==> src/rtl/synth_pkg.sv <==
// Shared types and constants for the voice allocator and its voice slots.
// Optional feature macro: VOICE_STEAL_EN (enables oldest-voice stealing and age counters).
package synth_pkg;

    typedef enum logic [1:0] {
        IDLE   = 2'd0,
        SCAN   = 2'd1,
        COMMIT = 2'd2
    } alloc_state_t;

    localparam int MIDI_NOTE_W   = 7;
    localparam int MIDI_VEL_W    = 7;
    localparam int AGE_W_DEFAULT = 4;

    // Saturation value of an age counter of the given width.
    function automatic int age_max_f(input int age_w);
        return (1 << age_w) - 1;
    endfunction

    localparam int AGE_MAX = age_max_f(AGE_W_DEFAULT);

endpackage

==> src/rtl/voice_slot.sv <==
// One voice of the allocator: note, volume, active flag and (with VOICE_STEAL_EN)
// a saturating age counter. Load assigns a note; release silences but keeps the note.
module voice_slot
    import synth_pkg::*;
#(
    parameter int AGE_W = AGE_W_DEFAULT
) (
    input  logic                   clk,
    input  logic                   reset,
    input  logic                   i_load,
    input  logic [MIDI_NOTE_W-1:0] i_note,
    input  logic [MIDI_VEL_W-1:0]  i_vol,
    input  logic                   i_release,
`ifdef VOICE_STEAL_EN
    input  logic                   i_age_inc,
    output logic [AGE_W-1:0]       o_age,
`endif
    output logic [MIDI_NOTE_W-1:0] o_note,
    output logic [MIDI_VEL_W-1:0]  o_vol,
    output logic                   o_active
);

    logic [MIDI_NOTE_W-1:0] r_note;
    logic [MIDI_VEL_W-1:0]  r_vol;
    logic                   r_active;

    // Note/volume/active registers: load wins over release.
    always_ff @(posedge clk) begin
        if (reset) begin
            r_note   <= '0;
            r_vol    <= '0;
            r_active <= 1'b0;
        end else if (i_load) begin
            r_note   <= i_note;
            r_vol    <= i_vol;
            r_active <= 1'b1;
        end else if (i_release) begin
            r_vol    <= '0;
            r_active <= 1'b0;
        end
    end

    assign o_note   = r_note;
    assign o_vol    = r_vol;
    assign o_active = r_active;

`ifdef VOICE_STEAL_EN
    localparam logic [AGE_W-1:0] LP_AGE_MAX = AGE_W'(age_max_f(AGE_W));

    logic [AGE_W-1:0] r_age;

    // Age clears on load and saturates while the voice keeps sounding.
    always_ff @(posedge clk) begin
        if (reset) begin
            r_age <= LP_AGE_MAX;
        end else if (i_load) begin
            r_age <= '0;
        end else if (i_age_inc && r_active && (r_age != LP_AGE_MAX)) begin
            r_age <= r_age + 1'b1;
        end
    end

    assign o_age = r_age;
`else
    localparam int unused_age_w = AGE_W;
`endif

endmodule

==> src/rtl/voice_allocator.sv <==
// Polyphony controller: accepts MIDI note events (valid/ready), scans the voices
// one per cycle, then commits an allocation, retrigger or release.
// Optional feature macro: VOICE_STEAL_EN (steal the oldest voice when none is free).
//
// Handshake: an event transfers on a rising edge where ev_valid && ev_ready;
// ev_ready is high only in IDLE, and inputs are ignored at every other edge.
module voice_allocator
    import synth_pkg::*;
#(
    parameter int NUM_VOICES = 4,
    parameter int AGE_W      = 4
) (
    input  logic                              clk,
    input  logic                              reset,
    input  logic                              ev_valid,
    output logic                              ev_ready,
    input  logic                              ev_note_on,
    input  logic [MIDI_NOTE_W-1:0]            ev_note,
    input  logic [MIDI_VEL_W-1:0]             ev_velocity,
    output logic [MIDI_NOTE_W*NUM_VOICES-1:0] voice_note,
    output logic [MIDI_VEL_W*NUM_VOICES-1:0]  voice_volume,
    output logic [NUM_VOICES-1:0]             voice_active,
    output logic [NUM_VOICES-1:0]             voice_retrig,
    output alloc_state_t                      dbg_state
);

    localparam int               IDX_W    = $clog2(NUM_VOICES);
    localparam logic [IDX_W-1:0] LAST_IDX = IDX_W'(NUM_VOICES - 1);

    alloc_state_t           r_state;
    logic [IDX_W-1:0]       r_idx;
    logic                   r_on;
    logic [MIDI_NOTE_W-1:0] r_note;
    logic [MIDI_VEL_W-1:0]  r_vel;
    logic                   r_match_found;
    logic [IDX_W-1:0]       r_match_idx;
    logic                   r_free_found;
    logic [IDX_W-1:0]       r_free_idx;
    logic [NUM_VOICES-1:0]  r_retrig;

    logic [MIDI_NOTE_W-1:0] w_note [NUM_VOICES];
    logic [NUM_VOICES-1:0]  w_active;
    logic                   w_do_load;
    logic                   w_do_rel;
    logic [IDX_W-1:0]       w_sel;
    logic                   w_accept;

`ifdef VOICE_STEAL_EN
    logic [AGE_W-1:0]       w_age [NUM_VOICES];
    logic                   r_old_found;
    logic [IDX_W-1:0]       r_old_idx;
    logic [AGE_W-1:0]       r_old_age;
`endif

    assign ev_ready  = (r_state == IDLE);
    assign w_accept  = ev_valid && ev_ready;
    assign dbg_state = r_state;

    // Main FSM: latch the event in IDLE, walk the voices, commit for one cycle.
    always_ff @(posedge clk) begin
        if (reset) begin
            r_state <= IDLE;
            r_idx   <= '0;
            r_on    <= 1'b0;
            r_note  <= '0;
            r_vel   <= '0;
        end else begin
            case (r_state)
                IDLE: begin
                    if (w_accept) begin
                        // Note-on with zero velocity is a note-off.
                        r_on    <= ev_note_on && (ev_velocity != '0);
                        r_note  <= ev_note;
                        r_vel   <= ev_velocity;
                        r_idx   <= '0;
                        r_state <= SCAN;
                    end
                end
                SCAN: begin
                    if (r_idx == LAST_IDX) begin
                        r_state <= COMMIT;
                    end else begin
                        r_idx <= r_idx + 1'b1;
                    end
                end
                COMMIT:  r_state <= IDLE;
                default: r_state <= IDLE;
            endcase
        end
    end

    // Scan trackers: first matching active voice, first free voice, oldest active voice.
    always_ff @(posedge clk) begin
        if (reset || w_accept) begin
            r_match_found <= 1'b0;
            r_match_idx   <= '0;
            r_free_found  <= 1'b0;
            r_free_idx    <= '0;
`ifdef VOICE_STEAL_EN
            r_old_found   <= 1'b0;
            r_old_idx     <= '0;
            r_old_age     <= '0;
`endif
        end else if (r_state == SCAN) begin
            if (w_active[r_idx] && (w_note[r_idx] == r_note) && !r_match_found) begin
                r_match_found <= 1'b1;
                r_match_idx   <= r_idx;
            end
            if (!w_active[r_idx] && !r_free_found) begin
                r_free_found <= 1'b1;
                r_free_idx   <= r_idx;
            end
`ifdef VOICE_STEAL_EN
            if (w_active[r_idx] && (!r_old_found || (w_age[r_idx] > r_old_age))) begin
                r_old_found <= 1'b1;
                r_old_idx   <= r_idx;
                r_old_age   <= w_age[r_idx];
            end
`endif
        end
    end

    // Commit decision: which voice (if any) is loaded or released this cycle.
    always_comb begin
        w_do_load = 1'b0;
        w_do_rel  = 1'b0;
        w_sel     = r_match_idx;
        if (r_state == COMMIT) begin
            if (r_on) begin
                if (r_match_found) begin
                    w_do_load = 1'b1;
                    w_sel     = r_match_idx;
                end else if (r_free_found) begin
                    w_do_load = 1'b1;
                    w_sel     = r_free_idx;
                end
`ifdef VOICE_STEAL_EN
                else if (r_old_found) begin
                    w_do_load = 1'b1;
                    w_sel     = r_old_idx;
                end
`endif
            end else if (r_match_found) begin
                w_do_rel = 1'b1;
                w_sel    = r_match_idx;
            end
        end
    end

    // Retrigger pulse: set for the assigned voice on the edge leaving COMMIT only.
    always_ff @(posedge clk) begin
        if (reset) begin
            r_retrig <= '0;
        end else if (w_do_load) begin
            r_retrig <= NUM_VOICES'(1) << w_sel;
        end else begin
            r_retrig <= '0;
        end
    end

    assign voice_retrig = r_retrig;

    for (genvar gi = 0; gi < NUM_VOICES; gi++) begin : g_voice
        logic w_hit;
        assign w_hit = (w_sel == IDX_W'(gi));

        voice_slot #(
            .AGE_W(AGE_W)
        ) u_slot (
            .clk       (clk),
            .reset     (reset),
            .i_load    (w_do_load && w_hit),
            .i_note    (r_note),
            .i_vol     (r_vel),
            .i_release (w_do_rel && w_hit),
`ifdef VOICE_STEAL_EN
            .i_age_inc (w_do_load && !w_hit),
            .o_age     (w_age[gi]),
`endif
            .o_note    (w_note[gi]),
            .o_vol     (voice_volume[gi*MIDI_VEL_W +: MIDI_VEL_W]),
            .o_active  (w_active[gi])
        );

        assign voice_note[gi*MIDI_NOTE_W +: MIDI_NOTE_W] = w_note[gi];
    end

    assign voice_active = w_active;

endmodule

==> config.mk <==
export PLATFORM = sky130hd
export DESIGN_NAME = voice_allocator
export DESIGN_NICKNAME = d
export VERILOG_FILES = /design/src/rtl/synth_pkg.sv /design/src/rtl/voice_slot.sv /design/src/rtl/voice_allocator.sv
export SDC_FILE = /design/constraint.sdc
export NUM_CORES = 1
export LEC_CHECK = 0
export CAP_MARGIN = 20
export CORE_MARGIN = 2
export CORE_UTILIZATION = 35
export CTS_CLUSTER_DIAMETER = 50
export DETAILED_ROUTE_END_ITERATION = 10
export RECOVER_POWER = 100
export SYNTH_ARGS = -nofsm -noshare
export SYNTH_HDL_FRONTEND = slang
export SYNTH_SLANG_ARGS = --single-unit
export TNS_END_PERCENT = 20
==> constraint.sdc <==
create_clock -name clk -period 1.9 [get_ports clk]
set_clock_uncertainty 0.15 [all_clocks]
set_input_delay 0.285 -clock clk [delete_from_list [all_inputs] [get_ports clk]]
set_output_delay 0.285 -clock clk [all_outputs]
set_load 0.05 [all_outputs]
==> results.txt <==
----------------------------------------------------
[Clocking]
  Clock-pin slew of the registers on the worst-case setup and hold paths ... 0.09 ns
  Clock Latency Late Sink ... 0.36 ns
  Post-CTS repair timing setup buffer count ... 0
  Number of buffers between clock root and the deepest sink ... 2
  TritonCTS clock tree ... built
  Number of CTS-inserted buffers ... 9
  Buffer cell driving the clock tree root ... clkbuf_8
  Clock tree sinks ... 89
  CTS H-Tree Depth ... 3

[Critical path]
  Required time reported for the critical path endpoint ... 2.04 ns
  Path type of the worst setup path ... reg2reg
  Crit start category ... flip-flop
  R2r worst-path depth ... 7
  Data arrival time of the critical path ... 2.16 ns
  Maximum fanout along the worst path ... 5
  Endpoint class of the critical path ... flip-flop

[Global route]
  Pin count of the biggest net entering global routing ... 27
  Total routing usage reported by global routing ... 17.75%
  Via count of the first global-routing pass ... 2,903
  Initial antenna violation count ... 0
  Wire length of the first global-routing pass ... 15,240 um
  Sum of overflow across all layers after global routing ... 0

[Detailed routing]
  DR WL/cell ... 16.03 um
  Vias ... 2,979
  Number of design-rule violations left by the first detailed-router iteration ... 146
  TritonRoute pass-1 iters ... 6
  Final routed wirelength across all metal layers ... 9505 um
  Routed via count divided by cell count ... 5.024
  Antenna Violating Nets Remaining ... 0
  Number of remaining DRC errors ... 0

[Yosys]
  Fraction of synthesized area in multiplexers ... 15.01%
  Post-synthesis register bit count ... 89
  Sequential share of the synthesized area ... 50.16%
  Cell area after synthesis ... 0.003552 mm^2
  Number of synthesized flops with an enable pin ... 0
  Mean instance size in the synthesized netlist ... 10.48 um^2
  Simple-gate share of the synthesized area ... 13.53%
  Distinct cell type count after synthesis ... 44
  Syn. warnings ... 0
  Post-synth net total ... 358
  Share of flip-flops with an asynchronous set or reset ... 0%
  Post-synthesis compound-gate area fraction ... 15.74%
  Xor/xnor cell area share of the yosys netlist ... 1.726%
  Arithmetic-cell share of the synthesized area counting full adders, half adders and majority gates ... 0.3522%
  Instance count of the mapped netlist ... 339
  Synth Flop Type ... dfxtp_1
  Main combinational cell family by area after synthesis ... compound AO/OA/AOI/OAI gates

[Cells and area]
  Most frequent cells in the layout ... 79 x dfxtp_1, 60 x clkbuf_1, 42 x nor2_1, 38 x nand2_1, 33 x mux2i_1
  Most common cell after layout, fill and taps aside ... dfxtp_1
  Final Instance Area ... 0.004674 mm^2
  Antenna diode count ... 0
  Fraction of layout instances using a drive strength above 1 ... 20.43%
  Number of fill cells in the layout ... 1,002
  Area grow syn2layout ... 31.60%
  Area taken by flip-flops and latches ... 0.001799 mm^2
  Nets ... 474
  Util after Layout ... 47.60%
  Footprint of the multi-input gates ... 0.001692 mm^2

[STA]
  RSZ-0062 raised after global routing ... true
  Worst Setup Slack, final ... -0.1240 ns
  Slew headroom ... 58.05%
  Final setup viols ... 6
  Period minus WS final ... 2.024 ns
  Final number of max-transition violations ... 0
  Slew at the pin closest to its max-slew limit ... 0.6319 ns
  Hold Slack ... 0.3114 ns
  Share of the clock period used by the worst path after layout ... 106.5%
  Final hold vios ... 0
  Achievable Freq ... 494.1 MHz

[Run status]
  Violated checks ... setup timing
  Outcome ... finished with violations

[Floorplan]
  # rows ... 36
  Chip height ... 104.7 um
  Top-level port count ... 85
  Horizontal die dimension ... 104.7 um
  Core area ... 0.009819 mm^2
  Starting density of the core ... 36.17%
  Die Area ... 0.01097 mm^2

[Power and ir drop]
  Overall power ... 3.525 mW
  Power density relative to cell area ... 754.1 mW/mm^2
  Peak supply drop ... 477.9 uV
  Leakage power total ... 1.952 nW

[Place]
  Number of I/O port buffers ... 84
  Cell area after placement ... 0.004741 mm^2
  DPL Wire Length ... 6936 um
  Worst slack at placement ... -0.1418 ns
  Final GP Congestion ... 0.8041

[Hold path]
  Hold path cells ... 3
  Path category of the worst min-delay check ... in2reg

[Run]
  Number of max-capacitance violations reported ... 0

----------------------------------------------------
## synth_stat cells, drive strengths merged, types with 2 or more instances
master,count,area share (%)
dfxtp,89,50
nor2,42,4.4
nand2,38,4.0
mux2i,33,9.3
a22o,29,7.2
a21oi,24,3.7
buf,10,1.8
clkbuf,10,1.3
mux4,8,5.4
nor3,7,0.99
o21a,5,1.1
o21ai,5,1.0
xnor2,5,1.2
a21o,4,0.85
inv,3,0.32
a211oi,2,0.78
nand2b,2,0.35
nand3,2,0.28
nand4,2,0.35
nor4,2,0.78
nor4b,2,0.49
xor2,2,0.49
## worst paths after layout
kind,endpoint,slack (ns),startpoint
min,r_note[3],0.31,ev_note[3]
min reg2reg,g_voice[0].u_slot.o_vol[0],0.33,g_voice[0].u_slot.o_vol[0]
max,r_match_idx[0],-0.12,r_idx[0]
max reg2reg,r_match_idx[0],-0.12,r_idx[0]
## state kept, by name, indices dropped and copies added (netlist names)
signal,flops
r_idx,2
voice_retrig,4
r_match_idx,2
dbg_state,2
r_note,7
r_free_idx,2
g_voice.u_slot.o_active,4
g_voice.u_slot.o_vol,28
r_on,1
r_free_found,1
r_match_found,1
g_voice.u_slot.o_note,28
r_vel,7
## worst max-delay path, stage by stage, from the launching register on
cell and delay (ns):
dfxtp_4 0.38, buf_4 0.15, buf_4 0.13, mux4_2 0.35, buf_4 0.12, nand3_2 0.09, nor4_4 0.36, mux2i_1 0.22
## metal layers
| metal | part of all wire, % | global-route usage, % |
|---|---|---|
| met5 | 0 | 0 |
| met3 | 5.0 | 5.365 |
| met4 | 1.1 | 4.952 |
| met2 | 47 | 28.76 |
| met1 | 46 | 22.92 |
## layout make-up
| class | count | area share [%] |
|---|---|---|
| Sequential cell | 89 | 38.49 |
| Multi-Input combinational cell | 227 | 36.19 |
| Timing Repair Buffer | 125 | 17.21 |
| Tap cell | 133 | 3.560 |
| Clock buffer | 10 | 2.730 |
| Clock inverter | 6 | 1.579 |
| Inverter | 3 | 0.2409 |
## cell families after synthesis
logic type / Yosys count
AOI/OAI and AO/OA: 74
xor gates and xnor gates: 7
adders and majority gates: 1
buffers and inverters: 23
DFF: 89
muxes: 42
and+or+nand+nor: 103
## power breakdown
part           switching [mW]  internal (mW)  total [mW]
registers              0.0417           1.89        1.93
logic                   0.133          0.120       0.252
clock network           0.719          0.625        1.34
total                   0.893           2.63        3.52
## through the flow
stage               cells  setup TNS (ns)
floorplan             339          -1.131
global placement      577         -0.3684
detailed placement    577         -0.6719
CTS                   593         -0.4839
global route          593          -4.255
finish                593         -0.3852
## repair_timing
action | in CTS | in global routing
endpoints found under the setup margin | 20 | 41
gates cloned | 0 | 0
gates resized for setup | 7 | 7
hold buffers | 0 | 0
pin swaps | 0 | 4
(Power assumes the default switching activity.)
